--- config.mk ---
export PLATFORM = sky130hd
export DESIGN_NAME = instr_mem_encoder
export DESIGN_NICKNAME = d
export VERILOG_FILES = /design/src/rtl/instr_mem_encoder.sv
export SDC_FILE = /design/constraint.sdc
export NUM_CORES = 1
export LEC_CHECK = 0
export CORE_MARGIN = 2
export CORE_UTILIZATION = 45
export CTS_CLUSTER_DIAMETER = 100
export DETAILED_ROUTE_END_ITERATION = 8
export PLACE_DENSITY = 0.71
export SLEW_MARGIN = 20
export SYNTH_ARGS = -nofsm -noshare
export SYNTH_HDL_FRONTEND = slang
export SYNTH_SLANG_ARGS = --single-unit
--- constraint.sdc ---
create_clock -name clk -period 3.76 [get_ports clk]
set_input_delay 0.752 -clock clk [delete_from_list [all_inputs] [get_ports clk]]
set_output_delay 0.752 -clock clk [all_outputs]
set_load 0.1 [all_outputs]
--- src/rtl/instr_mem_encoder.sv ---
// Packs decoder-format instruction fields into 32-bit words, buffers them in a
// small FIFO and streams them into instruction memory from a start address.
module instr_mem_encoder #(
  parameter int DEPTH  = 4,
  parameter int ADDR_W = 32
) (
  input  logic              clk,
  input  logic              reset,
  input  logic              start,
  input  logic [ADDR_W-1:0] start_addr,
  input  logic              in_valid,
  output logic              in_ready,
  input  logic              in_last,
  input  logic [3:0]        in_cond,
  input  logic [1:0]        in_op,
  input  logic [5:0]        in_funct,
  input  logic [3:0]        in_rn,
  input  logic [3:0]        in_rd,
  input  logic [23:0]       in_operand,
  input  logic              imem_busy,
  output logic              imem_we,
  output logic [ADDR_W-1:0] imem_addr,
  output logic [31:0]       imem_wdata,
  output logic              err,
  output logic              done,
  output logic [15:0]       word_count
);

  localparam int PTR_W = $clog2(DEPTH);

  typedef enum logic [1:0] {IDLE, RUN, DRAIN, DONE} state_t;

  state_t            state_reg, state_next;
  logic [31:0]       fifo_mem [DEPTH];
  logic [PTR_W-1:0]  wr_ptr_reg, rd_ptr_reg;
  logic [PTR_W:0]    count_reg;
  logic [ADDR_W-1:0] addr_reg;
  logic [15:0]       word_count_reg;
  logic              err_reg;

  logic              fifo_full, fifo_empty;
  logic              accept, illegal, push, pop, session_start;
  logic [31:0]       encoded;

  assign fifo_full     = (count_reg == (PTR_W+1)'(DEPTH));
  assign fifo_empty    = (count_reg == '0);
  assign in_ready      = (state_reg == RUN) && !fifo_full;
  assign accept        = in_valid && in_ready;
  assign session_start = (state_reg == IDLE) && start;

  // Data-processing/memory ops only carry a 12-bit Src2; op 11 is unused.
  assign illegal = (in_op == 2'b11) ||
                   (!in_op[1] && (in_operand[23:12] != 12'h000));
  assign push    = accept && !illegal;
  assign pop     = !fifo_empty && !imem_busy;

  always_comb begin
    encoded = {in_cond, in_op, in_funct, in_rn, in_rd, in_operand[11:0]};
    if (in_op == 2'b10) begin
      encoded = {in_cond, 2'b10, in_funct[5:4], in_operand};
    end
  end

  assign imem_we    = pop;
  assign imem_addr  = addr_reg;
  assign imem_wdata = fifo_mem[rd_ptr_reg];
  assign err        = err_reg;
  assign done       = (state_reg == DONE);
  assign word_count = word_count_reg;

  always_comb begin
    state_next = state_reg;
    case (state_reg)
      IDLE:    if (start) state_next = RUN;
      RUN:     if (accept && in_last) state_next = DRAIN;
      DRAIN:   if (fifo_empty) state_next = DONE;
      DONE:    state_next = IDLE;
      default: state_next = IDLE;
    endcase
  end

  always_ff @(posedge clk) begin
    if (reset) begin
      state_reg      <= IDLE;
      wr_ptr_reg     <= '0;
      rd_ptr_reg     <= '0;
      count_reg      <= '0;
      addr_reg       <= '0;
      word_count_reg <= '0;
      err_reg        <= 1'b0;
    end else begin
      state_reg <= state_next;
      err_reg   <= accept && illegal;
      if (session_start) begin
        addr_reg       <= start_addr;
        word_count_reg <= '0;
        wr_ptr_reg     <= '0;
        rd_ptr_reg     <= '0;
        count_reg      <= '0;
      end else begin
        if (pop) begin
          rd_ptr_reg     <= rd_ptr_reg + 1'b1;
          addr_reg       <= addr_reg + ADDR_W'(4);
          word_count_reg <= word_count_reg + 16'd1;
        end
        if (push) begin
          wr_ptr_reg <= wr_ptr_reg + 1'b1;
        end
        case ({push, pop})
          2'b10:   count_reg <= count_reg + 1'b1;
          2'b01:   count_reg <= count_reg - 1'b1;
          default: count_reg <= count_reg;
        endcase
      end
    end
  end

  // Storage needs no reset: occupancy is tracked by count_reg alone.
  always_ff @(posedge clk) begin
    if (push) begin
      fifo_mem[wr_ptr_reg] <= encoded;
    end
  end

endmodule

; After elaboration in Yosys (flattened, before gate mapping)
; Memories as Yosys holds them, arrays and structs flattened. A register that Yosys moved wholly into a read port is not among the register bits.
; Index checks and enable logic that the tools add are counted.
[word_totals]
register_bits = 58
ram_bits = 128
inputBits = 82
memories = 1
[memory_table]
columns = name, words, width, rd, rd_ports_with_merged_regs, write_ports, line
row1 = fifo_mem, 4, 32, 1, 1, 1, 34  ; logic [31:0] fifo_mem [DEPTH];
[classes]
add_sub_neg = 6
eq_ne = 11
muxes = 12
n_reduce_logical = 21
[op_table]
columns = op, n
row1 = $mux 32, 2
row2 = $add 32x3->32 const B, 1
row3 = $mux 28, 1
row4 = $add 16x1->16 const B, 1
row5 = $reduce_bool 12->1, 1
row6 = $eq 2x2->1 const B, 5
row7 = $mux 2, 5
row8 = $logic_and 1x1->1, 8
row9 = $pmux 2 s4, 1
row10 = $pmux 3 s2, 1
row11 = $logic_not 1->1, 5
row12 = $add 2x1->2 const B, 2
row13 = $eq 2x1->1 const B, 2
row14 = $ne 2x2->1 const B, 2
row15 = $reduce_bool 2->1, 2
row16 = $add 3x1->3 const B, 1
row17 = $eq 3x3->1 const B, 1
row18 = $logic_not 3->1, 1
row19 = $reduce_and 3->1, 1
row20 = $sub 3x1->3 const B, 1
row21 = $logic_not 2->1, 1
row22 = $mux 1, 2
row23 = $ne 2x1->1 const B, 1
row24 = $reduce_or 2->1, 1
row25 = $logic_or 1x1->1, 1

; Longest topological paths before layout
[logic_depth]
word_depth = 7
depth_mapped = 11
mapped_depth_nobuf = 11

; Worst setup path before layout
; Ideal clock, no wire load.
[synth_timing]
kind = input -> register
startpoint = in imem_busy
endpoint = reg count_reg[2]
t_arrival_ps = 3332
setup_slack_ps = 358
stages = 8
path_buffers = 1
path_cell_list = nor2_1 > buf_1 > ha_1 > inv_1 > fa_1 > xor2_1 > or3_1 > a21oi_1
[synth_between]
elab_chain_len = 4
[synth_lines]
columns = item, line
row1 = "start, declared", 20  ; input logic imem_busy,
row2 = $logic_not 1->1 *, 55  ; assign pop = !fifo_empty && !imem_busy;
row3 = $logic_and 1x1->1 *, 55
row4 = net imem_we, 21  ; output logic imem_we,
row5 = $eq 2x1->1 or $eq 2x2->1 (tied branches), 109  ; case ({push, pop})
row6 = $pmux 3 s2 or $reduce_bool 2->1 (tied branches), -
row7 = "end signal, assigned", 110  ; 2'b10: count_reg <= count_reg + 1'b1;
row8 = "end signal, assigned", 111  ; 2'b01: count_reg <= count_reg - 1'b1;
row9 = "end signal, assigned", 112  ; default: count_reg <= count_reg;
row10 = "end, declared", 36  ; logic [PTR_W:0] count_reg;
; The timed path passes the listed nets; every way through them passes the cells marked *.
; A chain may end at the register's enable or synchronous reset.

==> flow_summary.json <==
{
  "outcome": "finished, final reports clean",
  "yosys-top-cells-count": "sky130_fd_sc_hd__edfxtp_1 (128), sky130_fd_sc_hd__dfxtp_1 (60), sky130_fd_sc_hd__nor2_1 (57), sky130_fd_sc_hd__xnor2_1 (33), sky130_fd_sc_hd__mux4_2 (32)",
  "place_worst_setup_slack_ps": 460,
  "clock_transition_at_the_registers_of_the_reported_paths_ps": 70,
  "critical_path.endpoint_type": "output port",
  "row_count": 48,
  "synth_warnings": 0,
  "tritoncts_clock_tree": "built",
  "grt_usage_pct": 18.9,
  "final_stage_net_count": 812,
  "clock_insertion_delay_worst_skew_ps": 430,
  "start_util_pct": 45.6,
  "ys_async_sr_fraction_pct": 0,
  "maximum_number_of_pins_on_one_net_before_global_route_repair": 62,
  "first_pass_iters": 4,
  "worst-slew-pin-transition_ps": 1020,
  "post_synth_instance_area_mm2": 0.00783,
  "worst_hold_slack_ps": 466,
  "cp_slowest_cell": "sky130_fd_sc_hd__dfxtp_2",
  "setup-violations-final": 0,
  "fin_ws_ps": 685,
  "final_hpwl_dp_um": 11200,
  "synth_area_leaders": "sky130_fd_sc_hd__edfxtp_1 (49%), sky130_fd_sc_hd__dfxtp_1 (15%), sky130_fd_sc_hd__mux4_2 (9.2%), sky130_fd_sc_hd__xnor2_1 (3.7%), sky130_fd_sc_hd__nor2_1 (2.7%)",
  "sequential_cell_area_mm2": 0.00505,
  "multi_input_comb_area_mm2": 0.00264,
  "cts_hold_buffers": 0,
  "max_rail_drop_vdd_uv": 473,
  "synth-seq-cells": 188,
  "via_per_inst": 5.31,
  "grt_pass1_wl_um": 26600,
  "cts_made_buffers": 17,
  "portBuffers": 165,
  "gates_resized_cts_repair": 0,
  "worstPathCellList": "buf_4 > mux4_2 > buf_4",
  "post_route_cells_drive_above_1_share_pct": 18.4,
  "post-route-min-period_ps": 3070,
  "final-hold-violation-count": 0,
  "yosysMostFrequentCell": "sky130_fd_sc_hd__edfxtp_1",
  "report.final.slew_viol_count": 0,
  "number_of_synthesized_flops_with_an_enable_pin": 128,
  "dr_total_vias": 5072,
  "clock.fmax_mhz": 325,
  "grt_setup_unrepaired": "no",
  "core_mm2": 0.0172,
  "worstPathArrival_ps": 2320,
  "cts-root-buf": "sky130_fd_sc_hd__clkbuf_16",
  "synthesis.instances": 548,
  "fillCellCount": 1381,
  "grt_pass1_vias": 5168,
  "final_min_period_over_clock_period_pct": 81.8,
  "detail_route.drc_violations": 0,
  "io_pins": 166,
  "yosysUniqueCellTypes": 36,
  "worst_path_fanout_max": 17,
  "mappedNetlistNets": 643,
  "cts.repair_timing.setup_buffer_count": 0,
  "timing.max_slew.rel_slack_pct": 31.9,
  "antennaDiodeCount": 0,
  "globalplace.congestion": 0.798,
  "worst_ep_required_time_ps": 3010,
  "synthFlopType": "sky130_fd_sc_hd__edfxtp_1",
  "grt_antenna_before_repair": 0,
  "critical_path.top_delay_family": "flip-flops",
  "antenna_left": 0,
  "final.setup_skew_ps": 9.79,
  "path_buf_inv": 2,
  "chipHeight_um": 136,
  "htree_num_levels": 4,
  "detailedRoute.firstIterationViolations": 287,
  "synth_largest_type_area_fraction_pct": 49.1,
  "crit_path_frequent_cell": "sky130_fd_sc_hd__buf_4",
  "fin_tns_setup_ps": 0,
  "worst_setup_path_start_kind": "register",
  "hp-class": "reg -> reg",
  "syn_avg_cell_area_um2": 14.3,
  "die_outline_area_mm2": 0.0185,
  "share_of_synthesized_area_occupied_by_flip_flops_and_latches_pct": 64.4,
  "postRouteWirelength_um": 16700,
  "syn_to_final_growth_pct": 31.7,
  "total_leakage_power_nw": 3.35,
  "timing.critical_path.slowest_cell_delay_ps": 740,
  "yosysTopAreaCell": "sky130_fd_sc_hd__edfxtp_1",
  "grt_overflow": 0,
  "flip_flop_count_of_the_largest_register_after_layout": 128,
  "timing_worst_setup_path_type": "reg -> out",
  "rrSetupSlack_ps": 1340,
  "power_density_mw_per_mm2": 582,
  "detail_route.wl_per_cell_um": 17.5,
  "clockBufferDepth": 2,
  "clock-sinks": 188,
  "die_width_um": 136,
  "cap_violations": 0
}
-- tightest hold or removal path: cells and delay by family (launching register included) --
kind             cells  cell delay, ps
AO/OA/AOI/OAI        1              50
flip-flops           1             310
AND/OR/NAND/NOR      1              50
-- cell usage in the layout, fill, tap and decap left out, types with 4 or more instances in the layout --
master	count
sky130_fd_sc_hd__mux2_2	12
sky130_fd_sc_hd__inv_1	13
sky130_fd_sc_hd__o21ai_0	7
sky130_fd_sc_hd__inv_8	4
sky130_fd_sc_hd__and3_1	6
sky130_fd_sc_hd__dfxtp_1	59
sky130_fd_sc_hd__mux4_2	32
sky130_fd_sc_hd__buf_4	42
sky130_fd_sc_hd__a211oi_1	26
sky130_fd_sc_hd__and2_2	4
sky130_fd_sc_hd__inv_6	4
sky130_fd_sc_hd__nand4_1	10
sky130_fd_sc_hd__ha_1	12
sky130_fd_sc_hd__or3_1	6
sky130_fd_sc_hd__nor2_1	57
sky130_fd_sc_hd__a21oi_1	8
sky130_fd_sc_hd__nand3_1	15
sky130_fd_sc_hd__xnor2_1	33
sky130_fd_sc_hd__xor2_1	13
sky130_fd_sc_hd__nand2_1	22
sky130_fd_sc_hd__nor4_2	4
sky130_fd_sc_hd__edfxtp_1	128
sky130_fd_sc_hd__nor4_1	11
sky130_fd_sc_hd__nor3_1	15
sky130_fd_sc_hd__and4_1	5
sky130_fd_sc_hd__clkbuf_16	17
sky130_fd_sc_hd__clkdlybuf4s50_1	131
sky130_fd_sc_hd__buf_12	5
-- layer usage --
layer / vias to the layer above / GRT usage [%] / routed length [µm]
li1: 2412 / - / -
met1: 2460 / 24.5 / 7110
met2: 183 / 30.8 / 8090
met3: 17 / 5.44 / 1310
met4: 0 / 6.19 / 206
met5: - / 0 / 0
-- power breakdown --
group	internal [mW]	switching (mW)
Clock	0.887	0.822
Combinational	0.488	1.31
Sequential	2.35	0.148
Total	3.72	2.28
-- kinds of logic after synthesis --
kind of cell               share of synthesized area [%]
AOI/OAI and AO/OA                                   3.90
muxes                                               11.2
adders and majority gates                           2.17
and+or+nand+nor                                     11.2
DFF                                                 64.4
xor gates and xnor gates                            5.14
buffers and inverters                               2.03
-- path summary, 6_finish.rpt --
kind | startpoint | to | cells after the start
setup / recovery | register | imem_wdata[18] | 3
hold / removal | imem_addr[1] | imem_addr[1] | 2
setup reg to reg | count_reg[2] | count_reg[2] | 10
hold reg to reg | imem_addr[1] | imem_addr[1] | 2
-- stage by stage --
stage / total power [mW] / cell area [µm²] / utilization, % / instances
5_1_grt: 6.25 / 10300 / 60.1 / 955
2_1_floorplan: 3.87 / 7830 / - / 548
3_3_place_gp: 4.32 / 9740 / 56.7 / 923
6_report: 6.01 / 10300 / 60.1 / 955
4_1_cts: 6.05 / 10300 / 60.1 / 955
3_5_place_dp: 4.34 / 9740 / 56.7 / 923
-- area by class of cell --
cell class              instances  area share (%)
flip-flops and latches        188            48.9
multi-input cells             319            25.6
repair buffers                178            16.7
clock buffers                  18            4.16
well taps                     225            2.73
clock inverters                14            1.42
inverters                      13           0.473
No activity file was read; power rests on OpenSTA's default activity.
